<file path="config.mk">
export PLATFORM = sky130hd
export DESIGN_NAME = rf_wb_arbiter
export DESIGN_NICKNAME = d
export VERILOG_FILES = /design/src/rtl/rf_wb_arbiter_pkg.sv /design/src/rtl/rf_wb_prio_fsm.sv /design/src/rtl/rf_wb_arbiter.sv
export VERILOG_INCLUDE_DIRS = /design/src /design/src/rtl
export SDC_FILE = /design/constraint.sdc
export NUM_CORES = 1
export LEC_CHECK = 0
export ABC_AREA = 1
export CORE_ASPECT_RATIO = 1.25
export CORE_UTILIZATION = 39
export DETAILED_ROUTE_END_ITERATION = 10
export GPL_TIMING_DRIVEN = 0
export PLACE_DENSITY_LB_ADDON = 0.25
export RECOVER_POWER = 25
export SLEW_MARGIN = 5
export SYNTH_ARGS = -nofsm -noshare
export SYNTH_HDL_FRONTEND = slang
export SYNTH_HIERARCHICAL = 1
export SYNTH_SLANG_ARGS = --single-unit
</file>
<file path="constraint.sdc">
create_clock -name clk -period 1.6 [get_ports clk]
set_input_delay 0.4 -clock clk [delete_from_list [all_inputs] [get_ports clk]]
set_output_delay 0.4 -clock clk [all_outputs]
set_load 0.005 [all_outputs]
</file>
<file path="src/rtl/define.sv">
// define.sv -- global datapath width shared by the register-file writeback path.
`ifndef DATA_SIZE_MAX
`define DATA_SIZE_MAX 32
`endif

</file>
<file path="src/rtl/rf_wb_arbiter_pkg.sv">
// rf_wb_arbiter_pkg -- shared types for the register-file writeback arbiter:
// priority-state enum, writeback request struct and small helpers.
`ifndef DATA_SIZE_MAX
`include "define.sv"
`endif

package rf_wb_arbiter_pkg;

   localparam int DATA_SIZE = `DATA_SIZE_MAX;
   localparam int ADDR_W    = 5;

   typedef enum logic {
      PRI_ALU = 1'b0,
      PRI_LSU = 1'b1
   } pri_state_t;

   typedef struct packed {
      logic                 valid;
      logic [ADDR_W-1:0]    addr;
      logic [DATA_SIZE-1:0] data;
   } wb_req_t;

   // A starvation limit below one is meaningless; clamp it to one.
   function automatic int eff_limit(input int limit);
      return (limit < 1) ? 1 : limit;
   endfunction

   // Register 0 is hard-wired, so an accepted write to it never reaches the file.
   function automatic logic writes_rf(input wb_req_t req);
      return req.valid && (req.addr != 5'd0);
   endfunction

endpackage

</file>
<file path="src/rtl/rf_wb_prio_fsm.sv">
// rf_wb_prio_fsm -- starvation counter and priority FSM for the writeback arbiter.
// Optional feature macro: RF_WB_STARVE_GUARD_EN. When undefined the arbiter runs
// strict ALU priority and pri_state is tied to PRI_ALU.
module rf_wb_prio_fsm
   import rf_wb_arbiter_pkg::*;
#(
   parameter int STARVE_LIMIT = 4
)
(
   input  logic clk,
   input  logic rst,
   input  logic stall,
   input  logic req1_valid,
   input  logic req1_ready,
   output logic pri_state
);

   localparam int              LIMIT   = eff_limit(STARVE_LIMIT);
   localparam int              CNT_W   = $clog2(LIMIT + 1);
   localparam logic [CNT_W-1:0] CNT_MAX = CNT_W'(LIMIT);

`ifdef RF_WB_STARVE_GUARD_EN

   pri_state_t       state_r;
   logic [CNT_W-1:0] cnt_r;

   // Count blocked req1 cycles; hand priority to req1 once starved, return it on acceptance.
   always_ff @(posedge clk or posedge rst) begin
      if (rst) begin
         state_r <= PRI_ALU;
         cnt_r   <= '0;
      end else if (stall) begin
         state_r <= state_r;
         cnt_r   <= cnt_r;
      end else begin
         case (state_r)
            PRI_ALU: begin
               if (req1_valid && req1_ready) begin
                  state_r <= PRI_ALU;
                  cnt_r   <= '0;
               end else if (req1_valid) begin
                  if (cnt_r >= (CNT_MAX - 1'b1)) begin
                     state_r <= PRI_LSU;
                     cnt_r   <= CNT_MAX;
                  end else begin
                     state_r <= PRI_ALU;
                     cnt_r   <= cnt_r + 1'b1;
                  end
               end else begin
                  state_r <= PRI_ALU;
                  cnt_r   <= cnt_r;
               end
            end
            PRI_LSU: begin
               if (req1_valid && req1_ready) begin
                  state_r <= PRI_ALU;
                  cnt_r   <= '0;
               end else begin
                  state_r <= PRI_LSU;
                  cnt_r   <= cnt_r;
               end
            end
            default: begin
               state_r <= PRI_ALU;
               cnt_r   <= '0;
            end
         endcase
      end
   end

   assign pri_state = state_r;

`else

   // Strict ALU priority: no counter, priority never moves.
   assign pri_state = PRI_ALU;

   logic unused_s;
   assign unused_s = ^{clk, rst, stall, req1_valid, req1_ready, CNT_MAX};

`endif

endmodule

</file>
<file path="src/rtl/rf_wb_arbiter.sv">
// rf_wb_arbiter -- arbitrates ALU (req0) and load/long-latency (req1) writebacks
// onto a single registered register-file write port.
// Optional feature macro: RF_WB_STARVE_GUARD_EN enables the req1 starvation guard.
module rf_wb_arbiter
   import rf_wb_arbiter_pkg::*;
#(
   parameter int STARVE_LIMIT = 4
)
(
   input  logic                 clk,
   input  logic                 rst,
   input  logic                 Istall,
   input  logic                 Dstall,
   input  logic                 req0_valid,
   input  logic [4:0]           req0_addr,
   input  logic [DATA_SIZE-1:0] req0_data,
   output logic                 req0_ready,
   input  logic                 req1_valid,
   input  logic [4:0]           req1_addr,
   input  logic [DATA_SIZE-1:0] req1_data,
   output logic                 req1_ready,
   output logic                 RF_write,
   output logic [4:0]           write_addr,
   output logic [DATA_SIZE-1:0] write_data,
   output logic                 pri_state
);

   logic    stall_s;
   logic    gnt0_s;
   logic    gnt1_s;
   logic    pri_s;
   wb_req_t req0_s;
   wb_req_t req1_s;
   wb_req_t sel_s;

   assign stall_s = Istall | Dstall;
   assign req0_s  = '{valid: req0_valid, addr: req0_addr, data: req0_data};
   assign req1_s  = '{valid: req1_valid, addr: req1_addr, data: req1_data};

   rf_wb_prio_fsm #(
      .STARVE_LIMIT (STARVE_LIMIT)
   ) u_prio_fsm (
      .clk        (clk),
      .rst        (rst),
      .stall      (stall_s),
      .req1_valid (req1_valid),
      .req1_ready (gnt1_s),
      .pri_state  (pri_s)
   );

   // Grant: nothing during reset or stall, sole requester always wins, priority breaks ties.
   always_comb begin
      gnt0_s = 1'b0;
      gnt1_s = 1'b0;
      if (rst || stall_s) begin
         gnt0_s = 1'b0;
         gnt1_s = 1'b0;
      end else if (req0_s.valid && req1_s.valid) begin
         if (pri_s == PRI_LSU) begin
            gnt1_s = 1'b1;
         end else begin
            gnt0_s = 1'b1;
         end
      end else begin
         gnt0_s = req0_s.valid;
         gnt1_s = req1_s.valid;
      end
   end

   // Route the granted request toward the write port; valid is clear when nothing is accepted.
   always_comb begin
      sel_s = '0;
      if (gnt1_s) begin
         sel_s = req1_s;
      end else if (gnt0_s) begin
         sel_s = req0_s;
      end else begin
         sel_s = '0;
      end
   end

   assign req0_ready = gnt0_s;
   assign req1_ready = gnt1_s;
   assign pri_state  = pri_s;

   // Register the accepted write one cycle later; hold everything while stalled.
   always_ff @(posedge clk or posedge rst) begin
      if (rst) begin
         RF_write   <= 1'b0;
         write_addr <= 5'd0;
         write_data <= '0;
      end else if (stall_s) begin
         RF_write   <= RF_write;
         write_addr <= write_addr;
         write_data <= write_data;
      end else if (sel_s.valid) begin
         RF_write   <= writes_rf(sel_s);
         write_addr <= sel_s.addr;
         write_data <= sel_s.data;
      end else begin
         RF_write   <= 1'b0;
         write_addr <= write_addr;
         write_data <= write_data;
      end
   end

endmodule
</file>
**Word-level counts from Yosys, hierarchy flattened**

Index checks and enable logic that the tools add are counted.

- Mux-type cells: 7
- Bitwise logic cells: 2
- Reduce and logical (&&, ||, !) cells: 5

Operator list:

| operator | count |
|---|---|
| $mux 38 | 2 |
| $mux 1 | 5 |
| $reduce_bool 5->1 | 1 |
| $logic_and 1x1->1 | 2 |
| $reduce_and 2->1 | 1 |
| $logic_or 1x1->1 | 1 |
| $not 1->1 | 1 |
| $or 1x1->1 | 1 |

- Register bits after elaboration: 38
- Output and inout port bits: 41

**Longest topological paths before layout**

- Word-level depth: 8
- Depth in mapped cells: 8
- Depth with buffers taken out: 7

**Modules after synthesis**

The synthesis kept the hierarchy.

Modules (own cells, without submodules):

| module | instances | cells an instance | area an instance (um2) |
|---|---|---|---|
| rf_wb_arbiter | 1 | 225 | 2,203.4 |
| rf_wb_prio_fsm | 1 | 2 | 11.3 |

**Least setup slack after synthesis**

OpenSTA, ideal clock, no wires.

- Path type: in2out
- From: input port req0_valid
- To: output port req1_ready
- Arrival time: 0.963 ns
- Data required time: 1.200 ns
- Path slack: 0.237 ns
- Cell stages on the path: 6
- Buffers on the path: 1
- Cell sequence: inv_1 -> nand2_1 -> nand2_2 -> nand2_2 -> inv_2 -> buf_6

- Cells in the longest elaborated chain, start to end: 3

RTL lines:

| item | RTL line | text |
|---|---|---|
| start, declared | rf_wb_arbiter.sv:14 | `input logic req0_valid,` |
| $logic_and 1x1->1 | rf_wb_arbiter.sv:58 | `end else if (req0_s.valid && req1_s.valid) begin` |
| $mux 1 | rf_wb_arbiter.sv:58 |  |
| $mux 1 | rf_wb_arbiter.sv:55 | `if (rst \|\| stall_s) begin` |
| end, declared | rf_wb_arbiter.sv:21 | `output logic req1_ready,` |

Every way passes these cells.

**Worst setup path after layout**

- From: register write_data[18]
- To: output port write_data[18]

RTL lines:

| item | RTL line | text |
|---|---|---|
| start, declared | rf_wb_arbiter.sv:24 | `output logic [DATA_SIZE-1:0] write_data,` |
| start signal, assigned | rf_wb_arbiter.sv:95 | `write_data <= write_data;` |
| start signal, assigned | rf_wb_arbiter.sv:99 | `write_data <= sel_s.data;` |
| start signal, assigned | rf_wb_arbiter.sv:103 | `write_data <= write_data;` |

No word-level cell between the ends.

==> results.cfg <==
[cells_and_area]
fin_util_pct = 68.1
layout_commonest_cell = clkdlybuf4s50_1
design_area_mm2 = 0.00371
n_fill_cell = 453
fin_cells = 432
n_antenna_cell = 0
area_growth_syn_to_layout_pct = 67.5
drive_gt1_share_pct = 31.0
multiInputGateArea_mm2 = 0.00108
layout_common_cells = clkdlybuf4s50_1 (106), nand2_1 (71), nand3_2 (60)
seq_area_um2 = 951
nets = 449

[global_route]
overflow = 0
antenna_found_initial = 0
grt.total_usage_pct = 21.7
grt_pass1_vias = 2149
grt_max_degree = 39
grt_pass1_wl_um = 10200

[synth]
ys_seq_area_share_pct = 42.9
synth_seq_cells = 38
syn-mean-instance-area_um2 = 9.76
syn_inst = 227
synthDistinctLibCells = 16
yosys_warnings = 6
synth_fp_nets = 307
synthesis.area_mm2 = 0.00221

[placement]
hpwl_um = 4330
io_buffers = 119
gp_congestion = 0.761
pre_cts_slack_ps = -891
dp_cells = 410
dpl_cell_area_mm2 = 0.00349

[worst_setup_path]
cp_data_arrival_time_ps = 1170
cp_cell_sequence = clkdlybuf4s50_1
cp_slowest_cell = clkdlybuf4s50_1
crit_path_start_kind = flop
cp.required_ps = 1200
cp_slowest_stage_delay_ps = 510
path_class = reg2out
crit_buf_inv = 1
worstPathMaxFanout = 2
cp-end-kind = primary output
cp_top_family = buffers and inverters

[sta]
rsz0062_at_grt = no
final_hold_viol_count = 0
setup_viol = 0
whs_ps = 309
finalSetupTns_ps = 0
clock.fmax_ghz = 0.638
worst_slack_ps = 32.6
slew_viol_final = 0
post-route-period-util_pct = 98.0
max_slew_margin_pct = 46.4
timing.final.crit_period_ps = 1570
fin_skew_ps = 0
worstMarginPinSlew_ps = 803

[die]
initial_core_util_pct = 40.7
die_h_um = 86.3
core_area_mm2 = 0.00544
die_w_um = 69.4
die-area_mm2 = 0.00599
pin_count = 121
rows = 30

[clocking]
clk_pin_slew_ps = 70
clk_latency_ps = 280
clock_sinks = 38
clock-root-buffer = clkbuf_8
numCtsBuffers = 5
cts_buffer_depth = 2
postCtsHoldBufs = 0
cts_tree = done
htree_levels = 2

[flow_run]
maxCapViolations = 0

[route]
wl_per_cell_um = 14.1
first_pass_iters = 4
wirelength_um = 6090
viasPerCell = 4.91
drtIter0Drc = 87
vias = 2120
postRouteAntennaNets = 0
drc = 0

[power_and_ir_drop]
p_leak_nw = 1.87
peakVddDrop_mv = 0.418
powerDensity_mw_per_mm2 = 855
total_power_mw = 3.17

[worst_hold_path]
holdCritPathClass = in2async

[outcome]
status = finished, final reports clean
==> what timing repair did <==
item                                   4_1_cts  5_1_grt
endpoints found under the hold margin        0        0
pin swaps                                    5        1
gates resized for setup                     33        7
setup endpoints to repair                    2       17
setup buffers                                7       10
==> cell type report <==
cell class	count	share of cell area, %
clock buffers	6	2.23
inverters	6	0.810
well taps	64	2.16
flip-flops and latches	38	25.6
multi-input cells	167	29.0
plain buffers	15	4.55
repair buffers	136	35.6
==> flip-flops by register name, indices dropped and copies added, names as in the netlist <==
name        flops
write_data     32
write_addr      5
RF_write        1
==> final timing paths <==
kind	cells after the start	slack, ps	end	from
worst min-delay path	2	310	RF_write$_DFFE_PP0N_	rst
max in group asynchronous	2	770	write_data[9]$_DFFE_PP0P_	rst
worst min register to register	2	510	write_data[26]$_DFFE_PP0P_	write_data[26]$_DFFE_PP0P_
worst max-delay path	1	30	write_data[18]	write_data[18]$_DFFE_PP0P_
min in group clk	4	450	RF_write$_DFFE_PP0N_	Istall
worst max register to register	3	840	RF_write$_DFFE_PP0N_	RF_write$_DFFE_PP0N_
==> synthesized netlist by cell type (all sizes together) <==
library cell,number,share of area [%]
a21oi,1,0.73
buf,16,7.9
conb,1,0.17
dfrtp,38,43
inv,6,1.0
nand2,75,13
nand3,85,33
nor2,4,1.0
o21a,1,0.34
==> cell families (layout without fill, tap and decap cells) <==
group,Yosys count,after routing,share of synthesized area [%]
AND/OR/NAND/NOR,164,164,46.9
flip-flops,38,38,42.9
buffers and inverters,22,163,8.87
AO/OA/AOI/OAI,2,2,1.07
other,1,1,0.169
==> power by group <==
part / internal [mW] / switching, mW / leakage (nW) / total (mW)
combinational: 0.811 / 0.398 / 1.35 / 1.21
sequential: 1.18 / 0.132 / 0.474 / 1.31
clock: 0.333 / 0.321 / 0.0431 / 0.654
==> metal layers <==
layer | GRT usage [%] | up-vias | routed length, um
met4 | 5.57 | 0 | 37
met2 | 37.8 | 87 | 3100
met5 | 0 | - | 0
li1 | - | 1038 | -
met1 | 27.7 | 993 | 2580
met3 | 4.42 | 2 | 370
No activity file was read; power rests on OpenSTA's default activity.
